===== config.mk =====
export PLATFORM = sky130hd
export DESIGN_NAME = perf_counter_bank_flat
export DESIGN_NICKNAME = d
export VERILOG_FILES = /design/src/rtl/perf_counter_bank_if.sv /design/src/rtl/perf_counter_bank.sv /design/src/flat_wrapper.sv
export SDC_FILE = /design/constraint.sdc
export NUM_CORES = 1
export LEC_CHECK = 0
export ABC_AREA = 1
export ABC_CLOCK_PERIOD_IN_PS = 1750
export CORE_AREA = 3 3 244 246
export DETAILED_ROUTE_END_ITERATION = 8
export DIE_AREA = 0 0 247 249
export PLACE_DENSITY = 0.62
export SETUP_SLACK_MARGIN = 0.05
export SLEW_MARGIN = 5
export SYNTH_ARGS = -nofsm -noshare
export SYNTH_HDL_FRONTEND = slang
export SYNTH_SLANG_ARGS = --single-unit

===== constraint.sdc =====
create_clock -name clk -period 1.75 [get_ports clk]
set_clock_uncertainty 0.2 [all_clocks]
set_input_delay 0.175 -clock clk [delete_from_list [all_inputs] [get_ports clk]]
set_output_delay 0.175 -clock clk [all_outputs]
set_load 0.1 [all_outputs]

===== src/rtl/perf_counter_bank_if.sv =====
// Performance-counter bank bus: per-channel event pulses, done pulses and registered channel readout.
// PERF_MINMAX_EN adds the rd_min / rd_max readout signals.
interface perf_counter_bank_if #(
    parameter int unsigned NUM_CH  = 4,
    parameter int unsigned WIDTH   = 28,
    parameter int unsigned NMEAS_W = 16,
    parameter int unsigned SEL_W   = 2
);
    logic [NUM_CH-1:0]  cnt_start;
    logic [NUM_CH-1:0]  cnt_end;
    logic [NUM_CH-1:0]  cnt_clr;
    logic [NUM_CH-1:0]  done;
    logic [SEL_W-1:0]   rd_sel;
    logic [WIDTH-1:0]   rd_cnt;
    logic [WIDTH-1:0]   rd_last;
    logic [NMEAS_W-1:0] rd_nmeas;
    logic               rd_busy;
    logic               rd_sat;
`ifdef PERF_MINMAX_EN
    logic [WIDTH-1:0]   rd_min;
    logic [WIDTH-1:0]   rd_max;
`endif

    modport master (
        output cnt_start, cnt_end, cnt_clr, rd_sel,
        input  done, rd_cnt, rd_last, rd_nmeas, rd_busy, rd_sat
`ifdef PERF_MINMAX_EN
        , input rd_min, rd_max
`endif
    );

    modport slave (
        input  cnt_start, cnt_end, cnt_clr, rd_sel,
        output done, rd_cnt, rd_last, rd_nmeas, rd_busy, rd_sat
`ifdef PERF_MINMAX_EN
        , output rd_min, rd_max
`endif
    );
endinterface


===== src/rtl/perf_counter_bank.sv =====
// Bank of NUM_CH independent start-to-end cycle counters with last latency, completion count and
// sticky saturation, read through a registered select port. PERF_MINMAX_EN adds per-channel min/max latency.
module perf_counter_bank #(
    parameter int unsigned NUM_CH  = 4,
    parameter int unsigned WIDTH   = 28,
    parameter int unsigned NMEAS_W = 16,
    parameter int unsigned SEL_W   = 2
) (
    input  logic               clk,
    input  logic               resetn,
    perf_counter_bank_if.slave bus
);
    typedef enum logic {S_IDLE = 1'b0, S_RUN = 1'b1} state_t;

    localparam logic [WIDTH-1:0]   CNT_MAX   = '1;
    localparam logic [NMEAS_W-1:0] NMEAS_MAX = '1;

    state_t             r_state     [NUM_CH];
    state_t             w_state_nxt [NUM_CH];
    logic [WIDTH-1:0]   r_cnt       [NUM_CH];
    logic [WIDTH-1:0]   w_cnt_nxt   [NUM_CH];
    logic [WIDTH-1:0]   r_last      [NUM_CH];
    logic [WIDTH-1:0]   w_last_nxt  [NUM_CH];
    logic [NMEAS_W-1:0] r_nmeas     [NUM_CH];
    logic [NMEAS_W-1:0] w_nmeas_nxt [NUM_CH];
    logic [NUM_CH-1:0]  r_sat, w_sat_nxt;
    logic [NUM_CH-1:0]  r_done, w_done_nxt;
    logic [NUM_CH-1:0]  w_fin;
`ifdef PERF_MINMAX_EN
    logic [WIDTH-1:0]   r_min     [NUM_CH];
    logic [WIDTH-1:0]   w_min_nxt [NUM_CH];
    logic [WIDTH-1:0]   r_max     [NUM_CH];
    logic [WIDTH-1:0]   w_max_nxt [NUM_CH];
    logic [WIDTH-1:0]   r_rd_min, w_rd_min;
    logic [WIDTH-1:0]   r_rd_max, w_rd_max;
`endif
    logic [WIDTH-1:0]   r_rd_cnt, w_rd_cnt;
    logic [WIDTH-1:0]   r_rd_last, w_rd_last;
    logic [NMEAS_W-1:0] r_rd_nmeas, w_rd_nmeas;
    logic               r_rd_busy, w_rd_busy;
    logic               r_rd_sat, w_rd_sat;

    // A run completes only when neither a clear nor a restart claims the cycle
    always_comb begin
        w_fin = '0;
        for (int i = 0; i < NUM_CH; i++) begin
            w_fin[i] = (r_state[i] == S_RUN) && bus.cnt_end[i] && !bus.cnt_start[i] && !bus.cnt_clr[i];
        end
    end

    always_ff @(posedge clk or negedge resetn) begin
        if (!resetn) begin
            for (int i = 0; i < NUM_CH; i++) r_state[i] <= S_IDLE;
        end else begin
            for (int i = 0; i < NUM_CH; i++) r_state[i] <= w_state_nxt[i];
        end
    end

    always_comb begin
        for (int i = 0; i < NUM_CH; i++) begin
            w_state_nxt[i] = r_state[i];
            if (bus.cnt_clr[i])        w_state_nxt[i] = S_IDLE;
            else if (bus.cnt_start[i]) w_state_nxt[i] = S_RUN;
            else if (w_fin[i])         w_state_nxt[i] = S_IDLE;
        end
    end

    // Per-channel datapath next values, priority clr > start > end > count
    always_comb begin
        w_done_nxt = '0;
        w_sat_nxt  = r_sat;
        for (int i = 0; i < NUM_CH; i++) begin
            w_cnt_nxt[i]   = r_cnt[i];
            w_last_nxt[i]  = r_last[i];
            w_nmeas_nxt[i] = r_nmeas[i];
`ifdef PERF_MINMAX_EN
            w_min_nxt[i]   = r_min[i];
            w_max_nxt[i]   = r_max[i];
`endif
            if (bus.cnt_clr[i]) begin
                w_cnt_nxt[i]   = '0;
                w_last_nxt[i]  = '0;
                w_nmeas_nxt[i] = '0;
                w_sat_nxt[i]   = 1'b0;
`ifdef PERF_MINMAX_EN
                w_min_nxt[i]   = CNT_MAX;
                w_max_nxt[i]   = '0;
`endif
            end else if (bus.cnt_start[i]) begin
                w_cnt_nxt[i] = WIDTH'(1);
                w_sat_nxt[i] = 1'b0;
            end else if (w_fin[i]) begin
                w_last_nxt[i] = r_cnt[i];
                w_done_nxt[i] = 1'b1;
                if (r_nmeas[i] != NMEAS_MAX) w_nmeas_nxt[i] = r_nmeas[i] + NMEAS_W'(1);
`ifdef PERF_MINMAX_EN
                if (r_cnt[i] < r_min[i]) w_min_nxt[i] = r_cnt[i];
                if (r_cnt[i] > r_max[i]) w_max_nxt[i] = r_cnt[i];
`endif
            end else if (r_state[i] == S_RUN) begin
                if (r_cnt[i] == CNT_MAX) w_sat_nxt[i] = 1'b1;
                else                     w_cnt_nxt[i] = r_cnt[i] + WIDTH'(1);
            end
        end
    end

    always_ff @(posedge clk or negedge resetn) begin
        if (!resetn) begin
            r_sat  <= '0;
            r_done <= '0;
            for (int i = 0; i < NUM_CH; i++) begin
                r_cnt[i]   <= '0;
                r_last[i]  <= '0;
                r_nmeas[i] <= '0;
`ifdef PERF_MINMAX_EN
                r_min[i]   <= CNT_MAX;
                r_max[i]   <= '0;
`endif
            end
        end else begin
            r_sat  <= w_sat_nxt;
            r_done <= w_done_nxt;
            for (int i = 0; i < NUM_CH; i++) begin
                r_cnt[i]   <= w_cnt_nxt[i];
                r_last[i]  <= w_last_nxt[i];
                r_nmeas[i] <= w_nmeas_nxt[i];
`ifdef PERF_MINMAX_EN
                r_min[i]   <= w_min_nxt[i];
                r_max[i]   <= w_max_nxt[i];
`endif
            end
        end
    end

    // Read mux; an out-of-range select matches no channel and reads zeros
    always_comb begin
        w_rd_cnt   = '0;
        w_rd_last  = '0;
        w_rd_nmeas = '0;
        w_rd_busy  = 1'b0;
        w_rd_sat   = 1'b0;
`ifdef PERF_MINMAX_EN
        w_rd_min   = '0;
        w_rd_max   = '0;
`endif
        for (int i = 0; i < NUM_CH; i++) begin
            if (bus.rd_sel == SEL_W'(i)) begin
                w_rd_cnt   = r_cnt[i];
                w_rd_last  = r_last[i];
                w_rd_nmeas = r_nmeas[i];
                w_rd_busy  = (r_state[i] == S_RUN);
                w_rd_sat   = r_sat[i];
`ifdef PERF_MINMAX_EN
                w_rd_min   = r_min[i];
                w_rd_max   = r_max[i];
`endif
            end
        end
    end

    always_ff @(posedge clk or negedge resetn) begin
        if (!resetn) begin
            r_rd_cnt   <= '0;
            r_rd_last  <= '0;
            r_rd_nmeas <= '0;
            r_rd_busy  <= 1'b0;
            r_rd_sat   <= 1'b0;
`ifdef PERF_MINMAX_EN
            r_rd_min   <= '0;
            r_rd_max   <= '0;
`endif
        end else begin
            r_rd_cnt   <= w_rd_cnt;
            r_rd_last  <= w_rd_last;
            r_rd_nmeas <= w_rd_nmeas;
            r_rd_busy  <= w_rd_busy;
            r_rd_sat   <= w_rd_sat;
`ifdef PERF_MINMAX_EN
            r_rd_min   <= w_rd_min;
            r_rd_max   <= w_rd_max;
`endif
        end
    end

    assign bus.done     = r_done;
    assign bus.rd_cnt   = r_rd_cnt;
    assign bus.rd_last  = r_rd_last;
    assign bus.rd_nmeas = r_rd_nmeas;
    assign bus.rd_busy  = r_rd_busy;
    assign bus.rd_sat   = r_rd_sat;
`ifdef PERF_MINMAX_EN
    assign bus.rd_min   = r_rd_min;
    assign bus.rd_max   = r_rd_max;
`endif
endmodule


===== src/flat_wrapper.sv =====
// flat-port wrapper written by rule: the top's interface ports become plain ports
module perf_counter_bank_flat 
#(
    parameter int unsigned NUM_CH  = 4,
    parameter int unsigned WIDTH   = 28,
    parameter int unsigned NMEAS_W = 16,
    parameter int unsigned SEL_W   = 2
)
  (clk, resetn, bus_cnt_start, bus_cnt_end, bus_cnt_clr, bus_rd_sel, bus_done, bus_rd_cnt, bus_rd_last, bus_rd_nmeas, bus_rd_busy, bus_rd_sat);
  perf_counter_bank_if #(.NUM_CH(NUM_CH), .WIDTH(WIDTH), .NMEAS_W(NMEAS_W), .SEL_W(SEL_W)) bus_i ();
  input  logic clk;
  input  logic resetn;
  input wire logic [$bits(bus_i.cnt_start)-1:0] bus_cnt_start;
  input wire logic [$bits(bus_i.cnt_end)-1:0] bus_cnt_end;
  input wire logic [$bits(bus_i.cnt_clr)-1:0] bus_cnt_clr;
  input wire logic [$bits(bus_i.rd_sel)-1:0] bus_rd_sel;
  output wire logic [$bits(bus_i.done)-1:0] bus_done;
  output wire logic [$bits(bus_i.rd_cnt)-1:0] bus_rd_cnt;
  output wire logic [$bits(bus_i.rd_last)-1:0] bus_rd_last;
  output wire logic [$bits(bus_i.rd_nmeas)-1:0] bus_rd_nmeas;
  output wire logic [$bits(bus_i.rd_busy)-1:0] bus_rd_busy;
  output wire logic [$bits(bus_i.rd_sat)-1:0] bus_rd_sat;
  assign bus_i.cnt_start = bus_cnt_start;
  assign bus_i.cnt_end = bus_cnt_end;
  assign bus_i.cnt_clr = bus_cnt_clr;
  assign bus_i.rd_sel = bus_rd_sel;
  assign bus_done = bus_i.done;
  assign bus_rd_cnt = bus_i.rd_cnt;
  assign bus_rd_last = bus_i.rd_last;
  assign bus_rd_nmeas = bus_i.rd_nmeas;
  assign bus_rd_busy = bus_i.rd_busy;
  assign bus_rd_sat = bus_i.rd_sat;
  perf_counter_bank #(.NUM_CH(NUM_CH), .WIDTH(WIDTH), .NMEAS_W(NMEAS_W), .SEL_W(SEL_W)) u_core (.clk(clk), .resetn(resetn), .bus(bus_i));
endmodule

==> impl_metrics.yaml <==
clocking:
  cts_tree: "done"
  clock_latency_ns: 0.59
  cts-buffers-inserted: 43
  htreeDepth: 2
  cts.path.max_buffers: 3
  worst_setup_hold_path_clk_slew_ns: 0.06
  cts_sinks: 374
  root_buffer: "sky130_fd_sc_hd__clkbuf_16"
global_routing:
  grt_first_pass_wirelength_mm: 121.7
  largest_net_degree_at_the_start_of_global_routing: 47
  via_count_of_the_first_global_routing_pass: 20902
  grt.total_usage_pct: 25.42
  gr-total-overflow: 0
  grt_antenna_before_repair: 0
power:
  power_leakage_nw: 13.67
  max-vdd-ir-drop_mv: 0.6454
  pwr_density_cell_nw_per_um2: 694.6
routing:
  detailroute.via_count: 21372
  iteration_0_drc_markers: 1838
  drt_pass1_iterations: 8
  drt-wirelength-per-cell_um: 20.32
  postRouteWirelength_mm: 80.77
  detail-route-antenna-nets: 0
  detail_route.vias_per_cell: 5.377
  drcViolationCount: 0
placement:
  dp_hpwl_mm: 58.26
  finalWeightedCongestion: 0.9912
  placed_area_sq_um: 25970
  io_buffer_count: 93
floorplan:
  start_util_pct: 34.98
  core-area_sq_um: 57590
  x_dimension_of_the_die_um: 247
  placementRows: 88
  pin_count: 94
  design.die.area_sq_um: 61500
  fp.dieH_um: 249
synth:
  netlist_area_pre_place_sq_um: 20140
  synthTopCellsByArea: "sky130_fd_sc_hd__dfrtp_1, sky130_fd_sc_hd__nand2_1, sky130_fd_sc_hd__inv_1"
  largest_area_contributor_in_the_netlist: "sky130_fd_sc_hd__dfrtp_1"
  ys_ff_latch: 374
  postSynthCellCount: 2619
  synth.lib_cells_used.distinct: 39
  synth.top_cell.area_share_pct: 46.46
  yosysWarningCount: 0
  post_synthesis_mean_instance_area_sq_um: 7.692
  synthesis.nets: 2643
  synth.yosys.seq_area_share_pct: 46.46
flow_run:
  maxCapViolations: 0
timing:
  finalHoldViolCount: 0
  timing.final.setup_violations: 145
  fin_tns_setup_ns: -15.95
  finalCritPeriodShare_pct: 111.5
  slew_headroom_pct: 64.71
  fin_ws_ns: -0.2013
  timing_worst_slew_pin_value_ns: 0.5294
  rsz_0062_raised_after_global_routing: "true"
  timing_max_transition_violations_final: 0
  max_freq_mhz: 512.5
  timing.final.crit_period_ns: 1.951
critical_path:
  crit_required_ns: 2.01
  timing.critical_path.slowest_stage_cell: "sky130_fd_sc_hd__dfrtp_1"
  crit-reg2reg-capture: "u_core.r_cnt[84]"
  worst_setup_path_end_kind: "flop"
  worst_path_largest_cell_delay_ns: 0.39
  timing.reg2reg.setup_slack_ns: -0.20
  timing.critical_path.arrival_ns: 2.21
  reg2regPathDepth: 11
  path_max_fanout: 6
  path_cells: "ha_4 > nand2_4 > nor2_4 > nand2_4 > nor2_4 > nand3_2 > nand3_4 > buf_12 > buf_12 > buf_16 > o21ai_2"
  critical_path.reg2reg.startpoint: "u_core.r_cnt[85]"
  setup.worst_path.class: "flop to flop"
  critPathLaunchType: "flop"
hold_path:
  worstHoldPathType: "input pin to flop"
  worst_hold_path.num_cells: 3
  hold-path-endpoint: "u_core.r_state[3]"
  min_from: "bus_cnt_clr[0]"
cells_and_area:
  final_design_area_no_fill_sq_um: 30230
  antenna_cells: 0
  nets: 3200
  syn2layout_area_growth_pct: 50.09
  drive_gt1_share_pct: 34.67
outcome:
  run_status: "finished with violations"
  failing_checks: "setup timing"
per-stage QoR:
| stage | utilization, % | hold WS (ns) | total power, mW | setup WS, ns | instances |
|---|---|---|---|---|---|
| 2_1_floorplan | - | -0.3206 | 9.898 | -0.07256 | 2619 |
| 3_3_place_gp | 45.09 | -0.06129 | 10.87 | -0.3855 | 3789 |
| 3_5_place_dp | 45.09 | -0.05538 | 10.90 | -0.3907 | 3789 |
| 4_1_cts | 50.54 | 0.1259 | 20.91 | -0.1717 | 3945 |
| 5_1_grt | 52.50 | 0.1576 | 21.60 | -0.2653 | 3975 |
| 6_report | 52.50 | 0.1418 | 21.00 | -0.2013 | 3975 |
placed cells by master (no fill, tap or decap), types with 6 or more instances in the layout:
master                            netlist  routed
sky130_fd_sc_hd__a21oi_1               73      72
sky130_fd_sc_hd__a221oi_1              13      13
sky130_fd_sc_hd__buf_12                 8     126
sky130_fd_sc_hd__buf_16                 0      16
sky130_fd_sc_hd__buf_4                  2     412
sky130_fd_sc_hd__buf_6                 13      27
sky130_fd_sc_hd__buf_8                  0       9
sky130_fd_sc_hd__clkbuf_16              0      49
sky130_fd_sc_hd__clkbuf_8               0      10
sky130_fd_sc_hd__clkdlybuf4s50_1        0      14
sky130_fd_sc_hd__clkinv_2               0      10
sky130_fd_sc_hd__dfrtp_1              374     367
sky130_fd_sc_hd__dfrtp_2                0       7
sky130_fd_sc_hd__ha_4                   0       7
sky130_fd_sc_hd__inv_1                333     317
sky130_fd_sc_hd__inv_2                  9      15
sky130_fd_sc_hd__inv_4                  0       8
sky130_fd_sc_hd__nand2_1              646     483
sky130_fd_sc_hd__nand2_2               14     105
sky130_fd_sc_hd__nand2_4                2      74
sky130_fd_sc_hd__nand3_1              173     158
sky130_fd_sc_hd__nand3_2                9      12
sky130_fd_sc_hd__nand3_4                1      13
sky130_fd_sc_hd__nand4_1               46      46
sky130_fd_sc_hd__nor2_1               254     218
sky130_fd_sc_hd__nor2_2                 6      31
sky130_fd_sc_hd__nor2_4                11      22
sky130_fd_sc_hd__nor3_1                19      15
sky130_fd_sc_hd__o21ai_0              235     143
sky130_fd_sc_hd__o21ai_1               16      46
sky130_fd_sc_hd__o21ai_2               68     128
sky130_fd_sc_hd__o22ai_1              157     157
sky130_fd_sc_hd__xnor2_1                6       6
sky130_fd_sc_hd__xor2_1                25      25
how the worst max path moves through the flow:
stage | startpoint | to | slack [ns] | depth (start not counted)
floorplan | u_core.r_nmeas[32] | u_core.r_nmeas[37] | -0.07 | 9
global placement | bus_rd_sel[0] | u_core.bus.rd_cnt[24] | -0.39 | 8
detailed placement | bus_rd_sel[0] | u_core.bus.rd_cnt[24] | -0.39 | 8
CTS | u_core.r_cnt[0] | u_core.r_cnt[0] | -0.17 | 11
global route | u_core.r_cnt[85] | u_core.r_cnt[84] | -0.27 | 11
finish | u_core.r_cnt[85] | u_core.r_cnt[84] | -0.20 | 11
report_power, final:
group | leakage (nW) | internal (mW) | switching [mW] | total (mW)
registers | 5.18 | 8.75 | 0.113 | 8.86
logic | 7.75 | 1.07 | 1.50 | 2.57
clock network | 0.735 | 5.69 | 3.88 | 9.57
total | 13.7 | 15.5 | 5.49 | 21.0
cell families after synthesis:
group | Yosys count | synth area share [%]
buffers and inverters | 446 | 9.696
AND/OR/NAND/NOR | 1191 | 25.24
AO/OA/AOI/OAI | 569 | 16.76
adder cells (fa/ha/maj) | 8 | 0.4969
flip-flops | 374 | 46.46
XOR/XNOR | 31 | 1.348
repair_timing:
| action | CTS | global route |
|---|---|---|
| endpoints found under the hold margin | 374 | 0 |
| buffers inserted | 53 | 34 |
| endpoints found under the setup margin | 170 | 197 |
| hold buffers | 2 | 0 |
| pin swaps | 44 | 53 |
| gates cloned | 23 | 9 |
| gates resized for setup | 225 | 271 |
sequential cells by signal (all words and copies together), names as in the netlist, 16 cells and up:
register and count:
u_core.r_cnt 112, u_core.r_nmeas 64, u_core.bus.rd_cnt 28, u_core.bus.rd_last 28
u_core.bus.rd_nmeas 16, u_core.r_last 112
cells in the mapped netlist, drive strengths merged:
cell type  number
nor2          271
nor3           21
dfrtp         374
o21bai          5
xor2           25
a21oi          73
inv           342
nand3         183
or2             5
xnor2           6
nand3b          2
nand2         662
clkinv          2
ha              8
clkbuf         42
nand4          46
a31o            1
a221oi         13
buf            60
o22ai         157
and2            1
o21ai         320
routing by layer:
| layer | wire length, um | part of all wire, % | track usage [%] |
|---|---|---|---|
| met4 | 4724 | 5.8 | 13.22 |
| met5 | 0 | 0 | 0 |
| met1 | 32210 | 40 | 32.55 |
| met3 | 5093 | 6.3 | 3.455 |
| met2 | 38750 | 48 | 41.77 |
layout make-up:
type / instances / area [sq um]
Multi-Input combinational cell: 1799 / 10280
Clock buffer: 58 / 1232
Fill cell: 5218 / 27350
Timing Repair Buffer: 612 / 6805
Sequential cell: 374 / 9368
Timing Repair inverter: 2 / 15.01
Clock inverter: 21 / 250.2
Inverter: 344 / 1328
Tap cell: 765 / 957.2
critical path: cells and delay by family, from the launching register on:
kind | cells | cell delay, ns
and+or+nand+nor | 6 | 0.62
DFF | 1 | 0.39
buffers and inverters | 3 | 0.38
adders and majority gates | 1 | 0.17
AOI/OAI and AO/OA | 1 | 0.05
Power figures use the tool's default switching activity.
